File: src/rtl/microsequencer_if.sv
// Sequencer handshake bundle: control-word/IR/flag inputs toward the sequencer,
// next address, current uPC and error pulses back.
interface microsequencer_if #(
    parameter int AW  = 5,
    parameter int OPW = 4
);
    logic [1:0]     nssel;
    logic [AW-1:0]  dbin;
    logic [OPW-1:0] opcode;
    logic [1:0]     amode;
    logic           zflag;
    logic           stall;
    logic [AW-1:0]  address;
    logic [AW-1:0]  upc;
    logic           stack_err;
    logic           illegal_op;

    modport master (
        output nssel, dbin, opcode, amode, zflag, stall,
        input  address, upc, stack_err, illegal_op
    );

    modport slave (
        input  nssel, dbin, opcode, amode, zflag, stall,
        output address, upc, stack_err, illegal_op
    );
endinterface

File: src/rtl/microsequencer.sv
// Next-address generator for the control store: jump, conditional, opcode dispatch, call/return.
// Latency: address is combinational from inputs/uPC; upc and error pulses register on the next edge.
// Backpressure: stall holds address at upc and blocks all stack activity and flag pulses.
module microsequencer #(
    parameter int AW          = 5,
    parameter int OPW         = 4,
    parameter int STACK_DEPTH = 2
) (
    input  logic            clock,
    input  logic            reset_n,
    microsequencer_if.slave bus
);
    localparam int CW = $clog2(STACK_DEPTH + 1);
    localparam int IW = (STACK_DEPTH > 1) ? $clog2(STACK_DEPTH) : 1;

    logic [AW-1:0] upc_q;
    logic [AW-1:0] stk_q [STACK_DEPTH];
    logic [CW-1:0] cnt_q;
    logic          stack_err_q;
    logic          illegal_q;

    logic [AW-1:0] addr_d;
    logic [AW-1:0] entry;
    logic          entry_ok;
    logic          mem_op;
    logic          push;
    logic          pop;
    logic          err_d;
    logic          ill_d;
    logic [IW-1:0] push_idx;
    logic [IW-1:0] top_idx;

    assign push_idx = IW'(cnt_q);
    assign top_idx  = IW'(cnt_q - CW'(1));
    assign mem_op   = (int'(bus.opcode) >= 6) && (int'(bus.opcode) <= 9);

    always_comb begin
        entry    = '0;
        entry_ok = 1'b1;
        case (int'(bus.opcode))
            0:       entry = AW'(15);
            1:       entry = AW'(16);
            2:       entry = AW'(17);
            3:       entry = AW'(19);
            4:       entry = AW'(21);
            5:       entry = AW'(9);
            6:       entry = AW'(10);
            7:       entry = AW'(11);
            8:       entry = AW'(12);
            9:       entry = AW'(14);
            10:      entry = AW'(26);
            default: entry_ok = 1'b0;
        endcase
    end

    always_comb begin
        addr_d = upc_q;
        push   = 1'b0;
        pop    = 1'b0;
        err_d  = 1'b0;
        ill_d  = 1'b0;
        if (!bus.stall) begin
            case (bus.nssel)
                2'b00: addr_d = bus.dbin;
                2'b11: addr_d = bus.zflag ? bus.dbin : bus.dbin + AW'(1);
                2'b01: begin
                    if (!entry_ok) begin
                        addr_d = '0;
                        ill_d  = 1'b1;
                    end else if (mem_op && bus.amode == 2'd3) begin
                        addr_d = '0;
                        ill_d  = 1'b1;
                    end else if (mem_op && bus.amode != 2'd0) begin
                        // Mode routine runs first and returns to the opcode entry.
                        addr_d = (bus.amode == 2'd1) ? AW'(1) : AW'(5);
                        if (cnt_q == CW'(STACK_DEPTH)) err_d = 1'b1;
                        else                           push  = 1'b1;
                    end else begin
                        addr_d = entry;
                    end
                end
                default: begin
                    if (cnt_q == '0) begin
                        addr_d = '0;
                        err_d  = 1'b1;
                    end else begin
                        addr_d = stk_q[top_idx];
                        pop    = 1'b1;
                    end
                end
            endcase
        end
    end

    always_ff @(posedge clock or negedge reset_n) begin
        if (!reset_n) begin
            upc_q       <= '0;
            cnt_q       <= '0;
            stack_err_q <= 1'b0;
            illegal_q   <= 1'b0;
            for (int i = 0; i < STACK_DEPTH; i++) stk_q[i] <= '0;
        end else begin
            upc_q       <= addr_d;
            stack_err_q <= err_d;
            illegal_q   <= ill_d;
            if (push) begin
                stk_q[push_idx] <= entry;
                cnt_q           <= cnt_q + CW'(1);
            end else if (pop) begin
                cnt_q <= cnt_q - CW'(1);
            end
        end
    end

    assign bus.address    = reset_n ? addr_d : '0;
    assign bus.upc        = upc_q;
    assign bus.stack_err  = stack_err_q;
    assign bus.illegal_op = illegal_q;
endmodule

File: src/flat_wrapper.sv
// flat-port wrapper written by rule: the top's interface ports become plain ports
module microsequencer_flat 
#(
    parameter int AW          = 5,
    parameter int OPW         = 4,
    parameter int STACK_DEPTH = 2
)
  (clock, reset_n, bus_nssel, bus_dbin, bus_opcode, bus_amode, bus_zflag, bus_stall, bus_address, bus_upc, bus_stack_err, bus_illegal_op);
  microsequencer_if #(.AW(AW), .OPW(OPW)) bus_i ();
  input  logic clock;
  input  logic reset_n;
  input wire logic [$bits(bus_i.nssel)-1:0] bus_nssel;
  input wire logic [$bits(bus_i.dbin)-1:0] bus_dbin;
  input wire logic [$bits(bus_i.opcode)-1:0] bus_opcode;
  input wire logic [$bits(bus_i.amode)-1:0] bus_amode;
  input wire logic [$bits(bus_i.zflag)-1:0] bus_zflag;
  input wire logic [$bits(bus_i.stall)-1:0] bus_stall;
  output wire logic [$bits(bus_i.address)-1:0] bus_address;
  output wire logic [$bits(bus_i.upc)-1:0] bus_upc;
  output wire logic [$bits(bus_i.stack_err)-1:0] bus_stack_err;
  output wire logic [$bits(bus_i.illegal_op)-1:0] bus_illegal_op;
  assign bus_i.nssel = bus_nssel;
  assign bus_i.dbin = bus_dbin;
  assign bus_i.opcode = bus_opcode;
  assign bus_i.amode = bus_amode;
  assign bus_i.zflag = bus_zflag;
  assign bus_i.stall = bus_stall;
  assign bus_address = bus_i.address;
  assign bus_upc = bus_i.upc;
  assign bus_stack_err = bus_i.stack_err;
  assign bus_illegal_op = bus_i.illegal_op;
  microsequencer #(.AW(AW), .OPW(OPW), .STACK_DEPTH(STACK_DEPTH)) u_core (.clock(clock), .reset_n(reset_n), .bus(bus_i));
endmodule
File: config.mk
export PLATFORM = sky130hd
export DESIGN_NAME = microsequencer_flat
export DESIGN_NICKNAME = d
export VERILOG_FILES = /design/src/rtl/microsequencer_if.sv /design/src/rtl/microsequencer.sv /design/src/flat_wrapper.sv
export SDC_FILE = /design/constraint.sdc
export NUM_CORES = 1
export LEC_CHECK = 0
export BUFFER_PORTS_ARGS = -buffer_cell sky130_fd_sc_hd__buf_2
export CAP_MARGIN = 30
export CORE_MARGIN = 2
export CORE_UTILIZATION = 58
export DETAILED_ROUTE_END_ITERATION = 7
export HOLD_SLACK_MARGIN = 0.08
export PLACE_DENSITY = 0.84
export REMOVE_ABC_BUFFERS = 1
export SYNTH_ARGS = -nofsm -noshare
export SYNTH_HDL_FRONTEND = slang
export SYNTH_SLANG_ARGS = --single-unit
File: constraint.sdc
create_clock -name clock -period 5.55 [get_ports clock]
set_input_delay 1.665 -clock clock [delete_from_list [all_inputs] [get_ports clock]]
set_output_delay 1.665 -clock clock [all_outputs]
set_load 0.1 [all_outputs]
---- After elaboration in Yosys (flattened, before gate mapping) ----
Index checks and enable logic that the tools add are counted.
cells by class
  add/sub/neg operators ................... 3
  multiply operators ...................... 0
  divide/modulo/power cells ............... 0
  order comparisons ....................... 5
  equal/unequal tests ..................... 15
  shifts and indexed selects .............. 0
  muxes and demuxes ....................... 39
  bitwise logic cells ..................... 2
  reduce and logical (&&, ||, !) cells .... 12
operators with widths
  kind                                                    count
  2-to-1 mux 5 bit                                        11
  case mux 5 bit (11 select lines)                        1
  2-to-1 mux 1 bit                                        20
  == test 4 x 3 -> 1 bit (second input constant)          4
  case mux 5 bit (3 select lines)                         1
  == test 4 bit (second input constant)                   3
  OR reduction 11 bit                                     1
  bitwise mux 10 bit                                      1
  == test 4 x 2 -> 1 bit (second input constant)          2
  == test 2 bit (second input constant)                   3
  adder 5 x 1 -> 5 bit (second input constant)            1
  demux 5 bit (select 1 bit)                              1
  == test 2 x 1 -> 1 bit (second input constant)          2
  == test 4 x 1 -> 1 bit (second input constant)          1
  >= comparator 2 bit (second input constant)             2
  >= comparator 4 x 3 -> 1 bit (second input constant)    1
  less-or-equal comparator 4 bit (second input constant)  1
  logical AND 1 bit                                       4
  zero test 2 bit                                         2
  zero test 4 bit                                         1
  2-to-1 mux 2 bit                                        2
  inverter 1 -> 2 bit                                     2
  nonzero test 2 bit                                      2
  2-to-1 mux 3 bit                                        1
  other kinds (6)                                         6
word-level totals
  bits in registers ....................... 19
  bits in latches ......................... 0
  RAM bits ................................ 0
  ROM bits ................................ 0
  input bits .............................. 17
  output and inout bits ................... 12
  word-level logic and storage cells ...... 82
  memories kept ........................... 0

---- Logic depth before layout (Yosys ltp) ----
  word-level depth ........................ 9
  depth in mapped cells ................... 8
  gate-level depth less buffers ........... 7

---- Least setup slack after synthesis ----
OpenSTA, ideal clock, no wires.
  path kind ............................... input to output
  start ................................... input port bus_opcode[3]
  end ..................................... output port bus_address[2]
  data arrival time ....................... 4,677 ps
  data required time ...................... 3,885 ps
  path slack .............................. -792 ps
  stages .................................. 6
  buffers on the path ..................... 1
  cells stage by stage .................... buf_2 > or2_2 > o21a_1 > o21ai_0 > a21oi_1 > a211oi_1
between the ends
  cells in the longest elaborated chain, start to end .. 9
  elaborated cells between the ends (all ways) .. 25
  classes of those cells .................. order compare (2); eq/ne (10); mux (8); reduce/logical (5)
ends and longest elaborated chain
  item                                                                            line                   RTL
  start, declared                                                                 flat_wrapper.sv:14     input wire logic [$bits(bus_i.opcode)-1:0] bus_opcode;
  >= comparator 4 x 3 -> 1 bit or less-or-equal comparator 4 bit (tied branches)  microsequencer.sv:35   assign mem_op = (int'(bus.opcode) >= 6) && (int'(bus.opcode) <= 9);
  logical AND 1 bit                                                               microsequencer.sv:35
  logical AND 1 bit                                                               microsequencer.sv:73   end else if (mem_op && bus.amode != 2'd0) begin
  2-to-1 mux 5 bit                                                                microsequencer.sv:73
  2-to-1 mux 5 bit                                                                microsequencer.sv:70   end else if (mem_op && bus.amode == 2'd3) begin
  2-to-1 mux 5 bit (*)                                                            microsequencer.sv:67   if (!entry_ok) begin
  case mux 5 bit (3 select lines) (*)                                             microsequencer.sv:63   case (bus.nssel)
  2-to-1 mux 5 bit (*)                                                            microsequencer.sv:62   if (!bus.stall) begin
  2-to-1 mux 5 bit (*)                                                            microsequencer.sv:115  assign bus.address = reset_n ? addr_d : '0;
  end, declared                                                                   flat_wrapper.sv:18     output wire logic [$bits(bus_i.address)-1:0] bus_address;
Every way passes the cells marked *; elsewhere a longest branch is shown, timed or not.

---- Worst setup path in the final report ----
  start ................................... input port bus_opcode[2]
  end ..................................... output port bus_address[4]
Same word-level chain as after synthesis.

==> metrics <==
status complete, no violations; reg2reg path depth 6; DR vias 1,237; Worst Setup Path Type in -> out; reg2reg end u_core.bus.upc[0]$_DFF_PN0_; clock tree from TritonCTS done; relative slew slack between 60% and 70%; synth top area cells sky130_fd_sc_hd__dfrtp_1, sky130_fd_sc_hd__mux2_4, sky130_fd_sc_hd__a21oi_1; clock transition at the registers of the reported paths 0.12 ns; area added between synthesis and finish 11.2%; commonest non-fill, non-tap cell in the layout sky130_fd_sc_hd__buf_2; GR Overflow Total 0; post-synth design cell area 0.00140 mm2; CTS H-tree depth 1; initial antenna violation count 0; diodes inserted 0; Pwr Density 297 mW/mm2; Layout Nets between 150 and 200; type of origin of the critical path input pin; ordered list of cells on the worst path buf_2 -> or3b_1 -> a21oi_1 -> a21oi_1 -> o221a_2 -> a211oi_2 -> buf_2; share of synthesized area occupied by flip-flops and latches 33.9%; Avg Vias per Cell 6.12; Yosys cell types between 50 and 60; detail-routed net length per standard cell around 15 um; vias in the first global route 1,192; portion of synthesized cell area occupied by the leading cell type 33.9%; setup slack at placement 0.516 ns; setup slack of the most critical reg-to-reg path 3.49 ns; Core Footprint 0.00225 mm2; ys async rst share 100%; element type at the critical path end output port; total track usage 23.9%; Inserted Clock Buffers 3; Max Root-Sink Buffers 2; final wirelength 3020 um; setup skew after layout 0.00639 ns; CTS sink count 19; number of antenna-violating nets in the routed design 0; Critical Path Source bus_opcode[2]; Post-DP HPWL between 2000 and 2500 um; Post-CTS Setup Bufs 0; internal power 0.258 mW; highest ir drop seen on vdd roughly 0.00023 V; Critical Path Fanout Max 15; commonest register cell after synthesis sky130_fd_sc_hd__dfrtp_1; worst hold path type reg -> reg; initial core utilization about 62%; net switching share of the total power 44.2%; number of resized instances in the post-cts repair step 0; synthesized area per cell 9.34 um2; die footprint 0.00283 mm2; placed standard-cell area 0.00153 mm2; detailed-routing iteration count for the pre-antenna-repair pass 4; sequential power share 41.5%; end-of-flow core utilization 69.1%; pin count of the biggest net entering global routing 22; standard cell with the maximum stage delay on the critical path sky130_fd_sc_hd__buf_2; Chip Width approximately 53 um; Synth area leader sky130_fd_sc_hd__dfrtp_1; PortBufs 28; chip height 53.2 um; FF+latch count, synth 19; overall power after layout 0.463 mW; CP Data Required Time 3.88 ns; Syn Inst Count 150; final setup violation count 0; I/O pin count 29; max incr delay on CP 0.45 ns; Comb pwr share 43.0%; GP Congestion just over 0.9; total DRC errors in the routed layout 0; maximum capacitance violations 0; setup repair after global routing missed its margin no; commonest non-fill, non-tap cells in the layout sky130_fd_sc_hd__buf_2, sky130_fd_sc_hd__dfrtp_1, sky130_fd_sc_hd__a21oi_1; transition time at the pin with the least slew margin 0.487 ns; share of the cycle needed by the critical path after routing 91.0%; insertion delay of the later-clocked pin in the worst-skew pair 0.30 ns; source of the worst register-to-register timing path u_core.cnt_q[0]$_DFFE_PN0P_; Final Max Slew Viols 0; Post-synth EDFFs 0; CP endpoint bus_address[4]; Finished Cell Area 0.00156 mm2; final-layout fill cell count 170; Tmin final 5.05 ns; total number of yosys warnings 0; clock network power share 15.5%; Hold Violations, Final 0; hold buffer count at CTS 0; Leak Pwr 0.760 nW; sw power around 0.20 mW; first-pass GRT wire length ~4900 um; arrival time worst endpoint 3.39 ns; Root Buffer Master sky130_fd_sc_hd__clkbuf_4; fraction of final layout cells with drive strength greater than 1 27.0%; number of cell rows 17; Worst Setup Slack, final between 0.4 and 0.5 ns; number of violations reported at the end of detailed-routing iteration 0 42; timing-limited maximum frequency just under 200 MHz
## synth_stat cells (3+ instances only)
master / instances
sky130_fd_sc_hd__dfrtp_1: 19
sky130_fd_sc_hd__ha_1: 3
sky130_fd_sc_hd__a21oi_1: 10
sky130_fd_sc_hd__o21ai_1: 4
sky130_fd_sc_hd__nor2b_1: 6
sky130_fd_sc_hd__mux2i_1: 5
sky130_fd_sc_hd__o21ai_0: 5
sky130_fd_sc_hd__nor3_1: 5
sky130_fd_sc_hd__nor2_1: 8
sky130_fd_sc_hd__a211oi_1: 4
sky130_fd_sc_hd__nand2_1: 7
sky130_fd_sc_hd__mux2_4: 5
sky130_fd_sc_hd__and2_1: 3
sky130_fd_sc_hd__nand2b_1: 5
sky130_fd_sc_hd__inv_1: 8
sky130_fd_sc_hd__buf_2: 4
## logic make-up after synthesis
logic type	Yosys count	share of synthesized area [%]
buffers and inverters	16	5.45
flip-flops	19	33.9
multiplexers	13	11.3
XOR/XNOR	4	2.50
AO/OA/AOI/OAI	42	20.6
AND/OR/NAND/NOR	53	23.5
adder cells (fa/ha/maj)	3	2.68
## layer usage
metal	wire length, um	vias to the layer above	global-route usage (%)
met5	0	-	0
li1	-	592	-
met2	1450	47	39.6
met3	180	8	5.65
met4	63	0	12.4
met1	1330	590	28.5
## worst max-delay path: cells and delay by family
kind / cells / cell delay (ns)
compound gates: 4 / 0.68
buf+inv: 2 / 0.67
simple gates: 1 / 0.37
## flip-flops by register name, indices dropped and copies added (netlist names)
register / cells
u_core.bus.illegal_op: 1
u_core.bus.upc: 5
u_core.cnt_q: 2
u_core.bus.stack_err: 1
u_core.stk_q: 10
## worst min path at each step
stage,start,end,slack (ns),cells past startpoint
finish,u_core.stk_q[3]$_DFFE_PN0P_,u_core.stk_q[3]$_DFFE_PN0P_,0.47,1
floorplan,u_core.stk_q[3]$_DFFE_PN0P_,u_core.stk_q[3]$_DFFE_PN0P_,0.43,1
detailed placement,u_core.stk_q[3]$_DFFE_PN0P_,u_core.stk_q[3]$_DFFE_PN0P_,0.45,1
global route,u_core.stk_q[3]$_DFFE_PN0P_,u_core.stk_q[3]$_DFFE_PN0P_,0.49,1
global placement,u_core.stk_q[3]$_DFFE_PN0P_,u_core.stk_q[3]$_DFFE_PN0P_,0.45,1
CTS,u_core.stk_q[3]$_DFFE_PN0P_,u_core.stk_q[3]$_DFFE_PN0P_,0.48,1
## per-stage QoR
stage / TNS, ns / cells / hold slack, ns
2_1_floorplan: -2.09 / 142 / 0.432
3_3_place_gp: 0 / 198 / 0.447
3_5_place_dp: 0 / 198 / 0.447
4_1_cts: 0 / 202 / 0.478
5_1_grt: 0 / 202 / 0.488
6_report: 0 / 202 / 0.473
## power groups by stage
stage / registers, mW / logic (mW) / clock network, mW
floorplan: 0.229 / 0.115 / 0
global placement: 0.193 / 0.194 / 0
detailed placement: 0.195 / 0.197 / 0
CTS: 0.191 / 0.199 / 0.0731
global route: 0.195 / 0.218 / 0.0794
finish: 0.192 / 0.199 / 0.0717
## layout make-up
cell class | count | area (um2) | share of cell area [%]
clock buffers | 3 | 22.5 | 1.45
clock inverters | 1 | 5.00 | 0.321
inverters | 8 | 30.0 | 1.93
multi-input cells | 115 | 850 | 54.5
flip-flops and latches | 19 | 475 | 30.5
well taps | 28 | 35.0 | 2.25
repair buffers | 28 | 140 | 9.00
(Power assumes the default switching activity.)
